## src/rtl/regfile_pkg.sv

```systemverilog
// Shared definitions for the ID-stage register file: default sizes,
// FSM state encoding and the hardwired-zero register address.
// Optional feature macro used by the file set: REGFILE_BYPASS_EN.
package regfile_pkg;

  localparam int RF_XLEN_DEF  = 32;
  localparam int RF_NREGS_DEF = 32;

  // Register 0 always reads zero and never holds a pending write.
  localparam int unsigned RF_ADDR_ZERO = 0;

  typedef enum logic [0:0] {
    RF_INIT = 1'b0,
    RF_RUN  = 1'b1
  } rf_state_e;

endpackage

```

## src/rtl/regfile_scoreboard.sv

```systemverilog
// Pending-write scoreboard: one bit per register, set at issue, cleared at
// writeback, wiped on flush; provides one busy lookup per read port.
// REGFILE_BYPASS_EN: a writeback to the register being looked up hides its
// pending bit in the same cycle unless that register is re-issued too.
module regfile_scoreboard
  import regfile_pkg::*;
#(
  parameter int NREGS = RF_NREGS_DEF,
  parameter int NRD   = 2,
  parameter int AW    = $clog2(NREGS)
) (
  input  logic              clk,
  input  logic              rst_n,
  input  logic              i_en,
  input  logic              i_we,
  input  logic [AW-1:0]     i_wa,
  input  logic              i_set,
  input  logic [AW-1:0]     i_set_addr,
  input  logic              i_flush,
  input  logic [NRD*AW-1:0] i_ra,
  output logic [NRD-1:0]    o_busy
);

  logic [NREGS-1:0] r_pending;
  logic [NREGS-1:0] w_pending_nxt;

  // Next pending vector: flush first, then writeback clear, then issue set
  // (the newest producer supersedes the completing one).
  always_comb begin
    w_pending_nxt = r_pending;
    if (i_flush) w_pending_nxt = '0;
    if (i_we) w_pending_nxt[i_wa] = 1'b0;
    if (i_set && (i_set_addr != AW'(RF_ADDR_ZERO))) w_pending_nxt[i_set_addr] = 1'b1;
    w_pending_nxt[0] = 1'b0;
  end

  // Pending bits update only once the file is running; reset clears them.
  always_ff @(posedge clk or negedge rst_n) begin
    if (!rst_n) r_pending <= '0;
    else if (i_en) r_pending <= w_pending_nxt;
  end

  // Per-port busy lookup from the registered bits, forced low during init.
  always_comb begin
    logic [AW-1:0] w_addr;
    logic          w_b;
    o_busy = '0;
    for (int i = 0; i < NRD; i++) begin
      w_addr = i_ra[i*AW +: AW];
      w_b    = r_pending[w_addr];
`ifdef REGFILE_BYPASS_EN
      if (i_we && (i_wa != AW'(RF_ADDR_ZERO)) && (w_addr == i_wa))
        w_b = i_set && (i_set_addr == i_wa);
`endif
      o_busy[i] = i_en & w_b;
    end
  end

endmodule

```

## src/rtl/id_regfile_mp.sv

```systemverilog
// Multi-read-port integer register file for the ID stage with a post-reset
// zeroing sweep, pending-write scoreboard and hardwired-zero register 0.
// REGFILE_BYPASS_EN: same-cycle write-through from the write port to any
// read port addressing the register being written.
module id_regfile_mp
  import regfile_pkg::*;
#(
  parameter int XLEN  = RF_XLEN_DEF,
  parameter int NREGS = RF_NREGS_DEF,
  parameter int NRD   = 2,
  localparam int AW   = $clog2(NREGS)
) (
  input  logic                clk,
  input  logic                rst_n,
  input  logic [NRD*AW-1:0]   ra,
  output logic [NRD*XLEN-1:0] rd,
  output logic [NRD-1:0]      busy,
  input  logic                we,
  input  logic [AW-1:0]       wa,
  input  logic [XLEN-1:0]     wd,
  input  logic                sb_set,
  input  logic [AW-1:0]       sb_addr,
  input  logic                sb_flush,
  output logic                ready
);

  rf_state_e       r_state;
  logic [AW-1:0]   r_cnt;
  logic [XLEN-1:0] r_mem [NREGS];
  logic            w_run;
  logic            w_wr;

  assign w_run = (r_state == RF_RUN);
  assign w_wr  = w_run && we && (wa != AW'(RF_ADDR_ZERO));
  assign ready = w_run;

  // Init sweep: walk every address once after reset, then run.
  always_ff @(posedge clk or negedge rst_n) begin
    if (!rst_n) begin
      r_state <= RF_INIT;
      r_cnt   <= '0;
    end else if (r_state == RF_INIT) begin
      r_cnt <= r_cnt + 1'b1;
      if (r_cnt == AW'(NREGS - 1)) r_state <= RF_RUN;
    end
  end

  // Storage: zeroed by the sweep, so it carries no reset of its own.
  always_ff @(posedge clk) begin
    if (!w_run) r_mem[r_cnt] <= '0;
    else if (w_wr) r_mem[wa] <= wd;
  end

  // Combinational read ports; zero during init and for register 0.
  always_comb begin
    logic [AW-1:0]   w_addr;
    logic [XLEN-1:0] w_data;
    rd = '0;
    for (int i = 0; i < NRD; i++) begin
      w_addr = ra[i*AW +: AW];
      w_data = r_mem[w_addr];
`ifdef REGFILE_BYPASS_EN
      if (w_wr && (w_addr == wa)) w_data = wd;
`endif
      if (!w_run || (w_addr == AW'(RF_ADDR_ZERO))) w_data = '0;
      rd[i*XLEN +: XLEN] = w_data;
    end
  end

  regfile_scoreboard #(
    .NREGS(NREGS),
    .NRD  (NRD),
    .AW   (AW)
  ) u_sb (
    .clk       (clk),
    .rst_n     (rst_n),
    .i_en      (w_run),
    .i_we      (we),
    .i_wa      (wa),
    .i_set     (sb_set),
    .i_set_addr(sb_addr),
    .i_flush   (sb_flush),
    .i_ra      (ra),
    .o_busy    (busy)
  );

endmodule

```

## config.mk

```make
export PLATFORM = sky130hd
export DESIGN_NAME = id_regfile_mp
export DESIGN_NICKNAME = d
export VERILOG_FILES = /design/src/rtl/regfile_pkg.sv /design/src/rtl/regfile_scoreboard.sv /design/src/rtl/id_regfile_mp.sv
export SDC_FILE = /design/constraint.sdc
export NUM_CORES = 1
export LEC_CHECK = 0
export CAP_MARGIN = 20
export CORE_ASPECT_RATIO = 1.25
export CORE_UTILIZATION = 50
export CTS_CLUSTER_DIAMETER = 40
export DETAILED_ROUTE_END_ITERATION = 6
export GPL_ROUTABILITY_DRIVEN = 1
export GPL_TIMING_DRIVEN = 1
export HOLD_SLACK_MARGIN = 0.1
export PLACE_DENSITY = 0.67
export SYNTH_ARGS = -nofsm -noshare
export SYNTH_HDL_FRONTEND = slang
export SYNTH_HIERARCHICAL = 1
export SYNTH_SLANG_ARGS = --single-unit
```

## constraint.sdc

```tcl
create_clock -name clk -period 7.1 [get_ports clk]
set_input_delay 1.065 -clock clk [delete_from_list [all_inputs] [get_ports clk]]
set_output_delay 1.065 -clock clk [all_outputs]
set_load 0.02 [all_outputs]
```

# After elaboration in Yosys (flattened, before gate mapping)
# Memories as Yosys holds them, arrays and structs flattened.
# Index checks and enable logic that the tools add are counted.
[totals] mem_count=1 out_inout_bits=67 latchBits=0 ram_bits=1024 word_cells=52 mem_bits_ro=0 ff_bits=37
[memory_table] memory="r_mem" depth=32 width=32 rd=2 rd_clocked_by_memory_dff=0 write_ports=1 line_no="id_regfile_mp.sv:29" source="logic [XLEN-1:0] r_mem [NREGS];"
[op_classes] n_mux=22 mul=0 eq_ne=1 div_mod_pow=0 magnitude_cmp=6 reduce_logical=13 bitwise=5 shifts=0 n_addsub=1
[op_table] operator="two-way mux 32 bit" count=6
[op_table] operator="AND 32 bit" count=1
[op_table] operator="NOT 32 bit" count=1
[op_table] operator="OR 32 bit" count=1
[op_table] operator="OR reduction 32 bit" count=1
[op_table] operator="less-than comparator 5 x 6 -> 1 bit (second input constant)" count=4
[op_table] operator="two-way mux 1 bit" count=11
[op_table] operator="binary-select mux 1 bit (select 5 bit)" count=2
[op_table] operator="demux 1 bit (select 5 bit)" count=2
[op_table] operator=">= comparator 5 x 1 -> 1 bit (second input constant)" count=2
[op_table] operator="zero test 5 bit" count=2
[op_table] operator="nonzero test 5 bit" count=2
[op_table] operator="adder 5 x 1 -> 5 bit (second input constant)" count=1
[op_table] operator="== test 5 bit (second input constant)" count=1
[op_table] operator="logical AND 1 bit" count=5
[op_table] operator="two-way mux 5 bit" count=1
[op_table] operator="AND 1 bit" count=2
[op_table] operator="logical OR 1 bit" count=2
[op_table] operator="zero test 1 bit" count=1

# Depth between registers and ports, before layout
[depth] depth_word=9 mapped_depth=9 ltp_nobuf=5

# By module
# The synthesis kept the hierarchy.
[modules_own_cells] mod="id_regfile_mp" instances=1 cells_each=2929 seq_area_each_um2=30899.6 area_per_inst_um2=48342.6
[modules_own_cells] mod="regfile_scoreboard" instances=1 cells_each=224 seq_area_each_um2=775.7 area_per_inst_um2=2102.0

# Least setup slack after synthesis
# OpenSTA, ideal clock, no wires.
[synth_path] path_type="input port to flip-flop" startpoint="in we" endpoint="mem r_mem[13][0] (netlist bit) (enable)" path_stages=5 required_ns=6.632 slack_ns=2.331 n_path_buf=1 arrival_time_ns=4.301 setup_ns=0.468 cell_sequence="and2_1 > clkbuf_1 > o31ai_4 > a21oi_2 > nor3b_1"
[synth_via] elab_chain_len=7 word_cells_on_any_way=8
[synth_rtl] item="start, declared" line_no="id_regfile_mp.sv:18" source="input logic we,"
[synth_rtl] item="logical AND 1 bit * (2 in series)" line_no="id_regfile_mp.sv:34" source="assign w_wr = w_run && we && (wa != AW'(RF_ADDR_ZERO));"
[synth_rtl] item="two-way mux 1 bit *" line_no="id_regfile_mp.sv:51" source="else if (w_wr) r_mem[wa] <= wd;"
[synth_rtl] item="two-way mux 1 bit *" line_no="id_regfile_mp.sv:50" source="if (!w_run) r_mem[r_cnt] <= '0;"
[synth_rtl] item="two-way mux 1 bit (not written as such) *" line_no="id_regfile_mp.sv:51"
[synth_rtl] item="OR reduction 32 bit (no line)"
[synth_rtl] item="two-way mux 5 bit (no line) or two-way mux 1 bit (tied branches)"
[synth_rtl] item="end, declared" line_no="id_regfile_mp.sv:29"
# Every way passes the cells marked *; elsewhere a longest branch is shown, timed or not.

# Worst setup path in the final report
[layout_path] startpoint="reg r_state, in the netlist ready" endpoint="out rd[17]"
[layout_via] elab_chain_len=3
[layout_rtl] item="start, declared" line_no="id_regfile_mp.sv:27" source="rf_state_e r_state;"
[layout_rtl] item="start signal, assigned" line_no="id_regfile_mp.sv:40" source="r_state <= RF_INIT;"
[layout_rtl] item="start signal, assigned" line_no="id_regfile_mp.sv:44" source="if (r_cnt == AW'(NREGS - 1)) r_state <= RF_RUN;"
[layout_rtl] item="zero test 1 bit" line_no="id_regfile_mp.sv:65" source="if (!w_run || (w_addr == AW'(RF_ADDR_ZERO))) w_data = '0;"
[layout_rtl] item="logical OR 1 bit" line_no="id_regfile_mp.sv:65"
[layout_rtl] item="two-way mux 32 bit" line_no="id_regfile_mp.sv:65"
[layout_rtl] item="end, declared" line_no="id_regfile_mp.sv:16" source="output logic [NRD*XLEN-1:0] rd,"
# Every way passes these cells.

==> qor.yml <==
outcome: "complete, no violations"
core_um2: 99430
syn_to_final_growth_pct: 15.29
rsz0062_at_grt: "no"
synth_cells: 3153
finClkSkew_ns: 0.02989
path_cells: "nand3b_1 -> nor2_4 -> buf_4 -> a22oi_1 -> nand4_1 -> clkdlybuf4s50_1"
whs_ns: 0.5378
final_cells: 4693
r2r_end: "r_mem[25][20]"
fmax_mhz: 171.5
endpoint: "rd[17]"
yosysSeqAreaShare_pct: 62.79
reg2reg_from: "ready"
synth-edff-count: 1024
pin_count: 124
std_cell_rows: 129
crit_path_end_kind: "primary output"
grt_max_degree: 141
path_max_fanout: 27
grt_pass1_vias: 33859
place.gp.congestion: 0.9054
cp-startpoint: "ready"
antenna_found_initial: 7
synth_async_sr_flop_share_pct: 3.487
cts_root_buffer: "clkbuf_16"
synthDistinctLibCells: 56
dp_hpwl_um: 99560
syn_avg_cell_area_um2: 16.00
synth_flop_cell: "edfxtp_1"
synth_seq_cells: 1061
cap_viol_max_count: 0
htreeDepth: 4
startpoint_type: "flop"
clockBufferDepth: 3
hold_class: "reg -> reg"
vias_per_cell: 7.201
drt_first_iter_violations: 4715
die_y_um: 357.1
wl_um: 168200
cpMaxStageDelayCell: "nor2_4"
path_class: "reg -> out"
syn-num-nets: 3212
arrival_ns: 4.77
place_inst: 4441
tightest_slew_ns: 1.293
layout-drive-gt1-share_pct: 24.53
nets: 3334
layout_commonest_cell: "edfxtp_1"
drv_slew: 0
r2r_setup_slack_ns: 2.96
clock-sinks: 1061
drc_errors: 0
period_needed_ns: 5.832
synth_area_um2: 50440
ir_worst_vdd_uv: 205.7
cellPowerDensity_nw_per_um2: 256.3
dr.pass1.iters: 5
worst_path_largest_cell_delay_ns: 0.95
slew-limit-headroom_pct: 13.82
hold_violations: 0
path_clk_slew_ns: 0.06
clk_latency_ns: 0.74
r2r_cells: 5
wl_per_cell_um: 35.83
overflow: 0
critPathRequiredTime_ns: 6.03
cts_setup_buffers: 0
grt_usage_pct: 32.82
yosys_warnings: 6
cts_resized: 0
leakage_nw: 20.78
die_x_um: 286.1
numCtsBuffers: 131
ctsHoldBuffers: 0
fp.dieArea_um2: 102200
num_vias: 33795
initial_core_util_pct: 50.74
drtAntennaViolNets: 0
cts_tree: "built"
grt_pass1_wl_um: 237800
finalCritPeriodShare_pct: 82.14
final_cell_mix: "1024 x edfxtp_1, 297 x mux2i_1, 238 x mux4_2, 200 x mux2_2, 193 x a22oi_1"
setup_tns_ns: 0
portBuffers: 123
setup_viol: 0
[power by group]
part,switching [W],leakage (nW),total [W],internal [W]
sequential,0.00000588,11.1,0.00690,0.00689
combinational,0.000810,7.51,0.00125,0.000440
clock,0.00270,2.12,0.00676,0.00406
[cells by family (layout without fill, tap and decap cells)]
kind of cell	count (synthesis)	count (layout)	share of synthesized area (%)
compound gates	577	577	7.607
xor+xnor	3	3	0.05210
fa+ha+maj	2	2	0.04960
buf+inv	251	478	2.297
flops	1061	1061	62.79
mux	747	747	21.55
other cells	0	3	0
simple gates	512	512	5.653
[area by class of cell]
type,instances,area (um^2)
fill,7421,41270
clock buffer,148,3427
clock inverter,90,982.2
sequential,1061,31680
antenna,3,7.507
tap,1310,1639
multi-input combinational,1841,17930
inverter,3,11.26
timing repair buffer,237,2480
[routing by layer]
metal | share of wire [%] | vias to the layer above | track usage (%) | wire length, um
met5 | 0.015 | - | 0 | 25
met4 | 5.2 | 4 | 16.81 | 8764
met3 | 12 | 534 | 8.438 | 19760
met2 | 48 | 2562 | 52.74 | 80500
met1 | 35 | 17403 | 41.26 | 59110
li1 | - | 13292 | - | -
[Yosys cell counts (4+ instances only)]
cell,instances,area share [%]
o31ai_1,4,0.060
nor3b_1,7,0.10
clkbuf_1,122,0.91
buf_4,17,0.25
nor2_1,41,0.31
a31oi_1,8,0.099
a21oi_1,64,0.63
nor2b_1,74,0.92
nor3_1,18,0.18
edfxtp_1,1024,61
mux2i_1,297,5.9
nand2_1,57,0.42
mux2_2,200,4.5
buf_2,85,0.84
buf_6,6,0.13
nand3b_1,10,0.15
o21ai_0,124,1.2
and2_1,38,0.47
and3_1,32,0.40
a32oi_1,7,0.12
mux4_1,10,0.52
or3_1,33,0.41
nand3_1,108,1.1
a211oi_1,64,0.95
mux4_2,238,11
nand4_1,69,0.86
o31a_1,32,0.56
nand2b_1,10,0.12
a22oi_1,193,2.9
dfrtp_1,37,1.8
buf_1,17,0.13
o22ai_1,66,0.82
[flip-flops by register name (all words and copies together) (netlist names)]
signal	count
r_mem	1024
ready	1
u_sb/r_pending	31
r_cnt	5
[metrics by stage]
step	total power, W	utilization (%)	worst slack (ns)	instance area [um^2]
floorplan	0.007724	-	2.331	50440
CTS	0.01490	58.24	1.356	57910
finish	0.01490	58.49	1.268	58160
global route	0.01522	58.49	1.237	58150
global placement	0.008214	53.70	1.592	53400
detailed placement	0.008237	53.81	1.499	53500
[worst max-delay path, delay by kind of cell (launching register included)]
family	cells	cell delay [ns]
flip-flops	1	0.93
buffers and inverters	2	1.03
AND/OR/NAND/NOR	3	1.97
AO/OA/AOI/OAI	1	0.09
[how the worst min path moves through the flow]
| stage | from | slack [ns] | to | cells past startpoint |
|---|---|---|---|---|
| 2_1_floorplan | u_sb/r_pending[5] | 0.48 | u_sb/r_pending[5] | 2 |
| 3_3_place_gp | u_sb/r_pending[22] | 0.50 | u_sb/r_pending[22] | 2 |
| 3_5_place_dp | u_sb/r_pending[14] | 0.52 | u_sb/r_pending[14] | 2 |
| 4_1_cts | u_sb/r_pending[14] | 0.53 | u_sb/r_pending[14] | 2 |
| 5_1_grt | r_cnt[0] | 0.56 | r_cnt[0] | 1 |
| 6_report | u_sb/r_pending[3] | 0.54 | u_sb/r_pending[3] | 2 |
No activity file was read; power rests on OpenSTA's default activity.
